$ cat config.mk
export PLATFORM = sky130hd
export DESIGN_NAME = phy_tx_lane_scheduler
export DESIGN_NICKNAME = d
export VERILOG_FILES = /design/src/rtl/phy_tx_lane_scheduler_pkg.sv /design/src/rtl/phy_tx_lane_scheduler_rr_select4.sv /design/src/rtl/phy_tx_lane_scheduler.sv
export SDC_FILE = /design/constraint.sdc
export NUM_CORES = 1
export LEC_CHECK = 0
export CORE_MARGIN = 4
export CORE_UTILIZATION = 46
export DETAILED_ROUTE_END_ITERATION = 10
export DONT_BUFFER_PORTS = 1
export SYNTH_ARGS = -nofsm -noshare
export SYNTH_HDL_FRONTEND = slang
export SYNTH_SLANG_ARGS = --single-unit
$ cat constraint.sdc
create_clock -name clk_4f -period 3.87 [get_ports clk_4f]
set_clock_uncertainty 0.2 [all_clocks]
set_input_delay 0.387 -clock clk_4f [delete_from_list [all_inputs] [get_ports clk_4f]]
set_output_delay 0.387 -clock clk_4f [all_outputs]
set_load 0.01 [all_outputs]
$ cat src/rtl/phy_tx_lane_scheduler_pkg.sv
// Shared PHY definitions: comma byte, default training length, lane count
// and the scheduler FSM encoding.
package phy_tx_lane_scheduler_pkg;

  localparam logic [7:0] IDLE_BYTE_DEF = 8'hBC;
  localparam int         TRAIN_LEN_DEF = 4;
  localparam int         NUM_LANES     = 4;
  localparam int         LANE_W        = 2;

  typedef enum logic {
    S_TRAIN = 1'b0,
    S_RUN   = 1'b1
  } state_t;

endpackage

$ cat src/rtl/phy_tx_lane_scheduler_rr_select4.sv
// Combinational 4-way round-robin selector: the first set request at or
// after ptr (wrapping modulo 4) wins.
module rr_select4
  import phy_tx_lane_scheduler_pkg::*;
(
  input  logic [NUM_LANES-1:0] req,
  input  logic [LANE_W-1:0]    ptr,
  output logic [NUM_LANES-1:0] gnt,
  output logic [LANE_W-1:0]    gnt_idx,
  output logic                 any
);

  // Requests rotated so that position 0 is the lane the pointer names.
  logic [NUM_LANES-1:0] rot_req;
  logic [LANE_W-1:0]    offset;

  generate
    for (genvar gi = 0; gi < NUM_LANES; gi++) begin : g_rot
      assign rot_req[gi] = req[LANE_W'(ptr + LANE_W'(gi))];
    end
  endgenerate

  // Lowest rotated position wins; scanning downward lets it overwrite last.
  always_comb begin
    offset = '0;
    for (int k = NUM_LANES - 1; k >= 0; k--) begin
      if (rot_req[k]) begin
        offset = LANE_W'(k);
      end
    end
  end

  assign any     = |rot_req;
  assign gnt_idx = LANE_W'(ptr + offset);
  assign gnt     = any ? (NUM_LANES'(1) << gnt_idx) : '0;

endmodule

$ cat src/rtl/phy_tx_lane_scheduler.sv
// TX lane scheduler: sends comma bytes while training the link, then
// multiplexes four byte requesters onto one registered byte stream using
// round-robin arbitration.
module phy_tx_lane_scheduler
  import phy_tx_lane_scheduler_pkg::*;
#(
  parameter int         TRAIN_LEN = TRAIN_LEN_DEF,
  parameter logic [7:0] IDLE_BYTE = IDLE_BYTE_DEF
) (
  input  logic       clk_4f,
  input  logic       reset,
  input  logic       link_active,
  input  logic       valid_in0,
  input  logic       valid_in1,
  input  logic       valid_in2,
  input  logic       valid_in3,
  input  logic [7:0] data_in0,
  input  logic [7:0] data_in1,
  input  logic [7:0] data_in2,
  input  logic [7:0] data_in3,
  output logic       ready_out0,
  output logic       ready_out1,
  output logic       ready_out2,
  output logic       ready_out3,
  output logic [7:0] data_out,
  output logic       valid_out,
  output logic [1:0] lane_out,
  output logic       in_run
);

  // Counter only has to reach TRAIN_LEN-1; keep at least one bit.
  localparam int CNT_W = (TRAIN_LEN > 1) ? $clog2(TRAIN_LEN) : 1;
  localparam logic [CNT_W-1:0] CNT_LAST = CNT_W'(TRAIN_LEN - 1);

  state_t            state_reg, state_next;
  logic [CNT_W-1:0]  train_cnt_reg, train_cnt_next;
  logic [LANE_W-1:0] rr_ptr_reg, rr_ptr_next;
  logic [7:0]        data_out_reg, data_out_next;
  logic              valid_out_reg, valid_out_next;
  logic [LANE_W-1:0] lane_out_reg, lane_out_next;

  logic [NUM_LANES-1:0] valid_vec;
  logic [7:0]           data_arr [NUM_LANES];
  logic [NUM_LANES-1:0] sel_gnt;
  logic [LANE_W-1:0]    sel_idx;
  logic                 sel_any;
  logic                 grant_en;
  logic [NUM_LANES-1:0] ready_vec;

  assign valid_vec   = {valid_in3, valid_in2, valid_in1, valid_in0};
  assign data_arr[0] = data_in0;
  assign data_arr[1] = data_in1;
  assign data_arr[2] = data_in2;
  assign data_arr[3] = data_in3;

  rr_select4 u_rr_select4 (
    .req     (valid_vec),
    .ptr     (rr_ptr_reg),
    .gnt     (sel_gnt),
    .gnt_idx (sel_idx),
    .any     (sel_any)
  );

  // A byte may only be consumed in RUN with the link up and reset low;
  // gating on reset drops whatever would have been granted in that cycle.
  assign grant_en  = (state_reg == S_RUN) && link_active && !reset;
  assign ready_vec = grant_en ? sel_gnt : '0;

  assign ready_out0 = ready_vec[0];
  assign ready_out1 = ready_vec[1];
  assign ready_out2 = ready_vec[2];
  assign ready_out3 = ready_vec[3];

  // Next-state, training counter, pointer and output-byte selection.
  always_comb begin
    state_next     = state_reg;
    train_cnt_next = train_cnt_reg;
    rr_ptr_next    = rr_ptr_reg;
    data_out_next  = IDLE_BYTE;
    valid_out_next = 1'b0;
    lane_out_next  = '0;
    case (state_reg)
      S_TRAIN: begin
        if (!link_active) begin
          train_cnt_next = '0;
        end else if (train_cnt_reg >= CNT_LAST) begin
          state_next     = S_RUN;
          train_cnt_next = '0;
        end else begin
          train_cnt_next = train_cnt_reg + 1'b1;
        end
      end
      S_RUN: begin
        if (!link_active) begin
          // Pointer is deliberately kept so arbitration resumes fairly.
          state_next     = S_TRAIN;
          train_cnt_next = '0;
        end else if (grant_en && sel_any) begin
          data_out_next  = data_arr[sel_idx];
          valid_out_next = 1'b1;
          lane_out_next  = sel_idx;
          rr_ptr_next    = LANE_W'(sel_idx + 1'b1);
        end
      end
      default: begin
        state_next     = S_TRAIN;
        train_cnt_next = '0;
      end
    endcase
  end

  // State and registered outputs, with synchronous reset.
  always_ff @(posedge clk_4f) begin
    if (reset) begin
      state_reg     <= S_TRAIN;
      train_cnt_reg <= '0;
      rr_ptr_reg    <= '0;
      data_out_reg  <= IDLE_BYTE;
      valid_out_reg <= 1'b0;
      lane_out_reg  <= '0;
    end else begin
      state_reg     <= state_next;
      train_cnt_reg <= train_cnt_next;
      rr_ptr_reg    <= rr_ptr_next;
      data_out_reg  <= data_out_next;
      valid_out_reg <= valid_out_next;
      lane_out_reg  <= lane_out_next;
    end
  end

  assign data_out  = data_out_reg;
  assign valid_out = valid_out_reg;
  assign lane_out  = lane_out_reg;
  assign in_run    = (state_reg == S_RUN);

endmodule

# --- Word-level counts from Yosys, hierarchy flattened ---
# Index checks and enable logic that the tools add are counted.
word_totals:
  register_bits: 16
  inputBits: 39
  output_inout_bits: 16
  elab_cells: 58
classes:
  n_addsub: 6
  n_lt_le_gt_ge: 6
  eq_ne: 1
  n_shift: 1
  mux: 26
  bitwise: 4
  reduce_logical: 8
op_table:
  columns: ["op", "n"]
  rows:
  - ["$bmux W8 S2", 1]
  - ["$mux W8", 2]
  - ["$mux W2", 7]
  - ["$lt A2 B3 Y1 const B", 4]
  - ["$bmux W1 S2", 4]
  - ["$mux W1", 8]
  - ["$mux W4", 2]
  - ["$reduce_or A4 Y1", 2]
  - ["$add A2 B1 Y2 const B", 3]
  - ["$add A2 B2 Y2 const B", 2]
  - ["$pmux W2 S2", 1]
  - ["$shl A1 B2 Y4 const A", 1]
  - ["$ge A3 B3 Y1 const B", 1]
  - ["$logic_and A1 B1 Y1", 3]
  - ["$not A1 Y1", 3]
  - ["$not A2 Y3", 1]
  - ["$reduce_and A3 Y1", 1]
  - ["$reduce_or A3 Y1", 1]
  - ["$add A2 B2 Y2", 1]
  - ["$ge A2 B2 Y1 const B", 1]
  - ["$ne A2 B2 Y1 const B", 1]
  - ["$pmux W1 S2", 1]
  - ["$logic_not A1 Y1", 1]

# --- Depth between registers and ports, before layout ---
depth:
  depth_word: 12
  ltp_mapped: 13

# --- Cells and area by module ---
# Synthesis repeated with hierarchy kept, for this count alone.
hier_totals:
  cells_unflattened: 94
  area_unflattened_um2: 1021.0
by_module_without_submodules:
  columns: ["mod", "n_inst", "cells_each", "area_each_um2"]
  rows:
  - ["phy_tx_lane_scheduler", 1, 57, 730.7]
  - ["rr_select4", 1, 37, 290.3]

# --- Least setup slack after synthesis ---
# Ideal clock, no wire load.
synth_path:
  kind: "register -> output"
  start: "reg rr_ptr_reg[0]"
  end: "out ready_out1"
  arrival_ns: 2.392
  required_ns: 3.283
  slack_ns: 0.891
  path_stages_with_launch: 13
  path_buffers: 3
  cell_sequence: "dfxtp_1 -> clkbuf_1 -> nor2_1 -> nand2_1 -> o21ai_0 -> o21ai_0 -> nand3_1 -> ha_1 -> buf_2 -> buf_1 -> nand2_1 -> inv_1 -> and2_1"
synth_between:
  elab_chain_cells: 11
  elab_cells_between_ends: 20
  classes_between: "add/sub: 4; shift: 1; mux: 14; reduce/logical: 1"
synth_rtl:
  columns: ["item", "line", "source"]
  rows:
  - ["start, declared", "phy_tx_lane_scheduler.sv:37", "logic [LANE_W-1:0] rr_ptr_reg, rr_ptr_next;"]
  - ["start signal, assigned", "phy_tx_lane_scheduler.sv:124", "rr_ptr_reg <= rr_ptr_next;"]
  - ["$add A2 B2 Y2", "phy_tx_lane_scheduler_rr_select4.sv:19", "assign rot_req[gi] = req[LANE_W'(ptr + LANE_W'(gi))];"]
  - ["$bmux W1 S2", "phy_tx_lane_scheduler_rr_select4.sv:19", null]
  - ["$mux W1 (implied by the code)", "phy_tx_lane_scheduler_rr_select4.sv:19", null]
  - ["$mux W2 (4 in a row)", "phy_tx_lane_scheduler_rr_select4.sv:27", "if (rot_req[k]) begin"]
  - ["$add A2 B2 Y2 *", "phy_tx_lane_scheduler_rr_select4.sv:34", "assign gnt_idx = LANE_W'(ptr + offset);"]
  - ["named net sel_idx[0]", "phy_tx_lane_scheduler.sv:45", "logic [LANE_W-1:0] sel_idx;"]
  - ["$shl A1 B2 Y4 *", "phy_tx_lane_scheduler_rr_select4.sv:35", "assign gnt = any ? (NUM_LANES'(1) << gnt_idx) : '0;"]
  - ["$mux W4 *", "phy_tx_lane_scheduler_rr_select4.sv:35", null]
  - ["$mux W4 *", "phy_tx_lane_scheduler.sv:67", "assign ready_vec = grant_en ? sel_gnt : '0;"]
  - ["end, declared", "phy_tx_lane_scheduler.sv:22", "output logic ready_out1,"]
# Mark *: on every way through the listed nets, which the timed path passes. The rest lies on a longest branch. The select of a mux whose other input is x is not followed.

# --- Worst setup path after layout ---
# Same ends and word-level chain as after synthesis.

==> metrics.csv <==
stage,metric,value,unit
run_status,status,"finished, final reports clean",
grt,grt_overflow_total,0,
min_path,hp-class,in2reg,
layout,regArea,320.3,µm²
power_and_ir_drop,p_per_area,253.2,nW/µm²
worst_setup_path,critPathLaunchType,flip-flop,
synth,synth_nets,198,
detailed_routing,drt_iter0_drc,75,
detailed_routing,drtAntennaViolNets,0,
power_and_ir_drop,irDropWorstVdd,0.1576,mV
floorplanning,io-pin-count,55,
synth,synth_cell_types,38,
worst_setup_path,critPathArrivalTime,2.63,ns
detailed_routing,vias_per_cell,6.326,
timing,slew_headroom,65.83,%
floorplanning,num_rows,19,
synth,async_flop_share,0,%
timing,max_freq,310.6,MHz
clock_network,cts_tree,done,
detailed_routing,wl_per_cell,16.08,µm
layout,final_cell_mix,"mux2i_1 (23), dfxtp_1 (16), nor2_1 (15), nand3b_1 (11), or3_1 (8)",
grt,grt_util_all_layers,16.10,%
placement,gp_congestion,0.6880,
clock_network,cts_sinks,16,
worst_setup_path,end_kind,output pin,
synth,syn_area,1306,µm²
detailed_routing,num_vias,1145,
placement,dp_hpwl,2107,µm
layout,layout_commonest_cell,mux2i_1,
layout,multi_input_area,895.9,µm²
grt,first_global_vias,1031,
timing,rsz0062_at_grt,no,
clock_network,htree_levels,1,
timing,period_share,83.18,%
grt,antenna_found_initial,0,
floorplanning,die_w,61.29,µm
timing,setup-tns-final,0,ns
worst_setup_path,slowest_stage,dfxtp_1,
clock_network,clk_pin_slew,0.11,ns
power_and_ir_drop,p_leak,0.5118,nW
timing,drv_slew,0,
grt,grt-busiest-layer,met2,
worst_setup_path,critPathTopFamily,flip-flops,
grt,gr-usage-met3,3.564,%
layout,area_growth,2.490,%
grt,use_met2,27.79,%
layout,final_nets,192,
grt,grt_max_degree,35,
timing,fin_crit,3.219,ns
worst_setup_path,critical-path-max-stage-delay,0.58,ns
timing,finalSetupViolCount,0,
timing,setup_ws,0.6507,ns
layout,largest_reg_flops,8,
synth,ys_seq_area_share,24.52,%
floorplanning,core,2734,µm²
floorplanning,die_h,61.29,µm
worst_setup_path,required,3.28,ns
clock_network,cts_buffer_depth,2,
worst_setup_path,critPathKind,reg2out,
floorplanning,initial_core_util,47.78,%
grt,met1_usage,19.09,%
power_and_ir_drop,p_total,0.3389,mW
synth,yosys_warnings,0,
layout,fillers,267,
clock_network,insertion_delay,0.29,ns
detailed_routing,first_pass_iters,5,
clock_network,cts_buffers,3,
synth,synth_area_per_cell,8.320,µm²
synth,synth_edf_count,0,
grt,grt_pass1_wl,4560,µm
timing,hold_violations,0,
detailed_routing,drc,0,
placement,dp_slack,0.9649,ns
worst_setup_path,crit_path_max_fanout,14,
job,cap_violations,0,
placement,port_buffers,0,
clock_network,root_buffer,clkbuf_4,
clock_network,cts_setup_buffers,0,
synth,synth_cells,157,
layout,drive_above_1_share,12.67,%
floorplanning,design.die.area,3756,µm²
synth,synth_flop_cell,dfxtp_1,
detailed_routing,drt-total-wl,2911,µm
worst_setup_path,worstPathCellList,"nor2_1, nand2_1, o21ai_0, o21ai_0, nand3_1, ha_1, buf_4, nand2_1, inv_1, and2_1",
timing,worst_pin_slew,0.5125,ns
layout,n_antenna_cell,0,
clock_network,cts_resized,0,
synth,synth-seq-cells,16,
worst_setup_path,path_buf_inv,2,
==> worst paths after layout <==
check / from / slack (ns) / endpoint / cells past startpoint
max: rr_ptr_reg[0]$_SDFFE_PP0P_ / 0.65 / ready_out1 / 10
min: link_active / 0.07 / train_cnt_reg[1]$_SDFFE_PP0P_ / 2
max reg2reg: rr_ptr_reg[0]$_SDFFE_PP0P_ / 0.94 / data_out[4]$_SDFF_PP1_ / 10
min reg2reg: train_cnt_reg[1]$_SDFFE_PP0P_ / 0.32 / train_cnt_reg[1]$_SDFFE_PP0P_ / 2
==> report_power, final <==
group	internal (mW)	leakage (nW)	switching, mW
Combinational	0.0283	0.361	0.0284
Sequential	0.166	0.129	0.000984
Clock	0.0573	0.0210	0.0583
==> area by class of cell <==
type	instances	share of cell area, %
inverters	4	1.121
clock buffers	4	2.710
repair buffers	4	2.430
well taps	31	2.897
multi-input cells	122	66.92
flip-flops and latches	16	23.93
==> cell usage after synthesis, types with 2 or more instances <==
library cell	number	area, µm²
or3_1	8	50.05
mux2_2	7	78.83
nand2b_1	2	12.51
nand3_1	7	35.03
xor2_1	2	17.52
and4_1	5	43.79
o21ai_0	2	10.01
o21ba_2	2	20.02
nand3b_1	11	82.58
nand2_1	7	26.28
mux2i_1	23	230.2
ha_1	2	25.02
inv_1	3	11.26
nor3_1	7	35.03
o32ai_1	3	26.28
clkbuf_1	4	15.01
nor4b_1	5	43.79
dfxtp_1	16	320.3
nor2_1	15	56.30
buf_2	8	40.04
==> metrics by stage <==
stage	cell area (µm²)	std cells	utilization, %	hold WS (ns)
final	1339	181	48.97	0.07133
after global routing	1339	181	48.97	0.08337
after CTS	1339	181	48.97	0.06290
after floorplan	1306	157	-	0.2598
after global placement	1292	176	47.28	0.2629
after detailed placement	1292	176	47.28	0.2638
==> cells by family (layout without fill, tap and decap cells) <==
| logic type | Yosys count | in the layout | synth area share [%] |
|---|---|---|---|
| AOI/OAI and AO/OA | 14 | 14 | 8.622 |
| xor gates and xnor gates | 2 | 2 | 1.341 |
| and+or+nand+nor | 74 | 74 | 33.05 |
| muxes | 30 | 30 | 23.66 |
| adders and majority gates | 2 | 2 | 1.915 |
| DFF | 16 | 16 | 24.52 |
| buffers and inverters | 19 | 12 | 6.895 |
==> metal layers <==
| layer | up-vias | wire length (µm) |
|---|---|---|
| met1 | 547 | 1253 |
| met2 | 28 | 1462 |
| met5 | - | 0 |
| met3 | 2 | 174 |
| li1 | 568 | - |
| met4 | 0 | 21 |
==> timing repair <==
action | in CTS | in global routing
hold buffers | 1 | 0
endpoints found under the setup margin | 0 | 0
hold endpoints to repair | 1 | 0
Power figures use the tool's default switching activity.
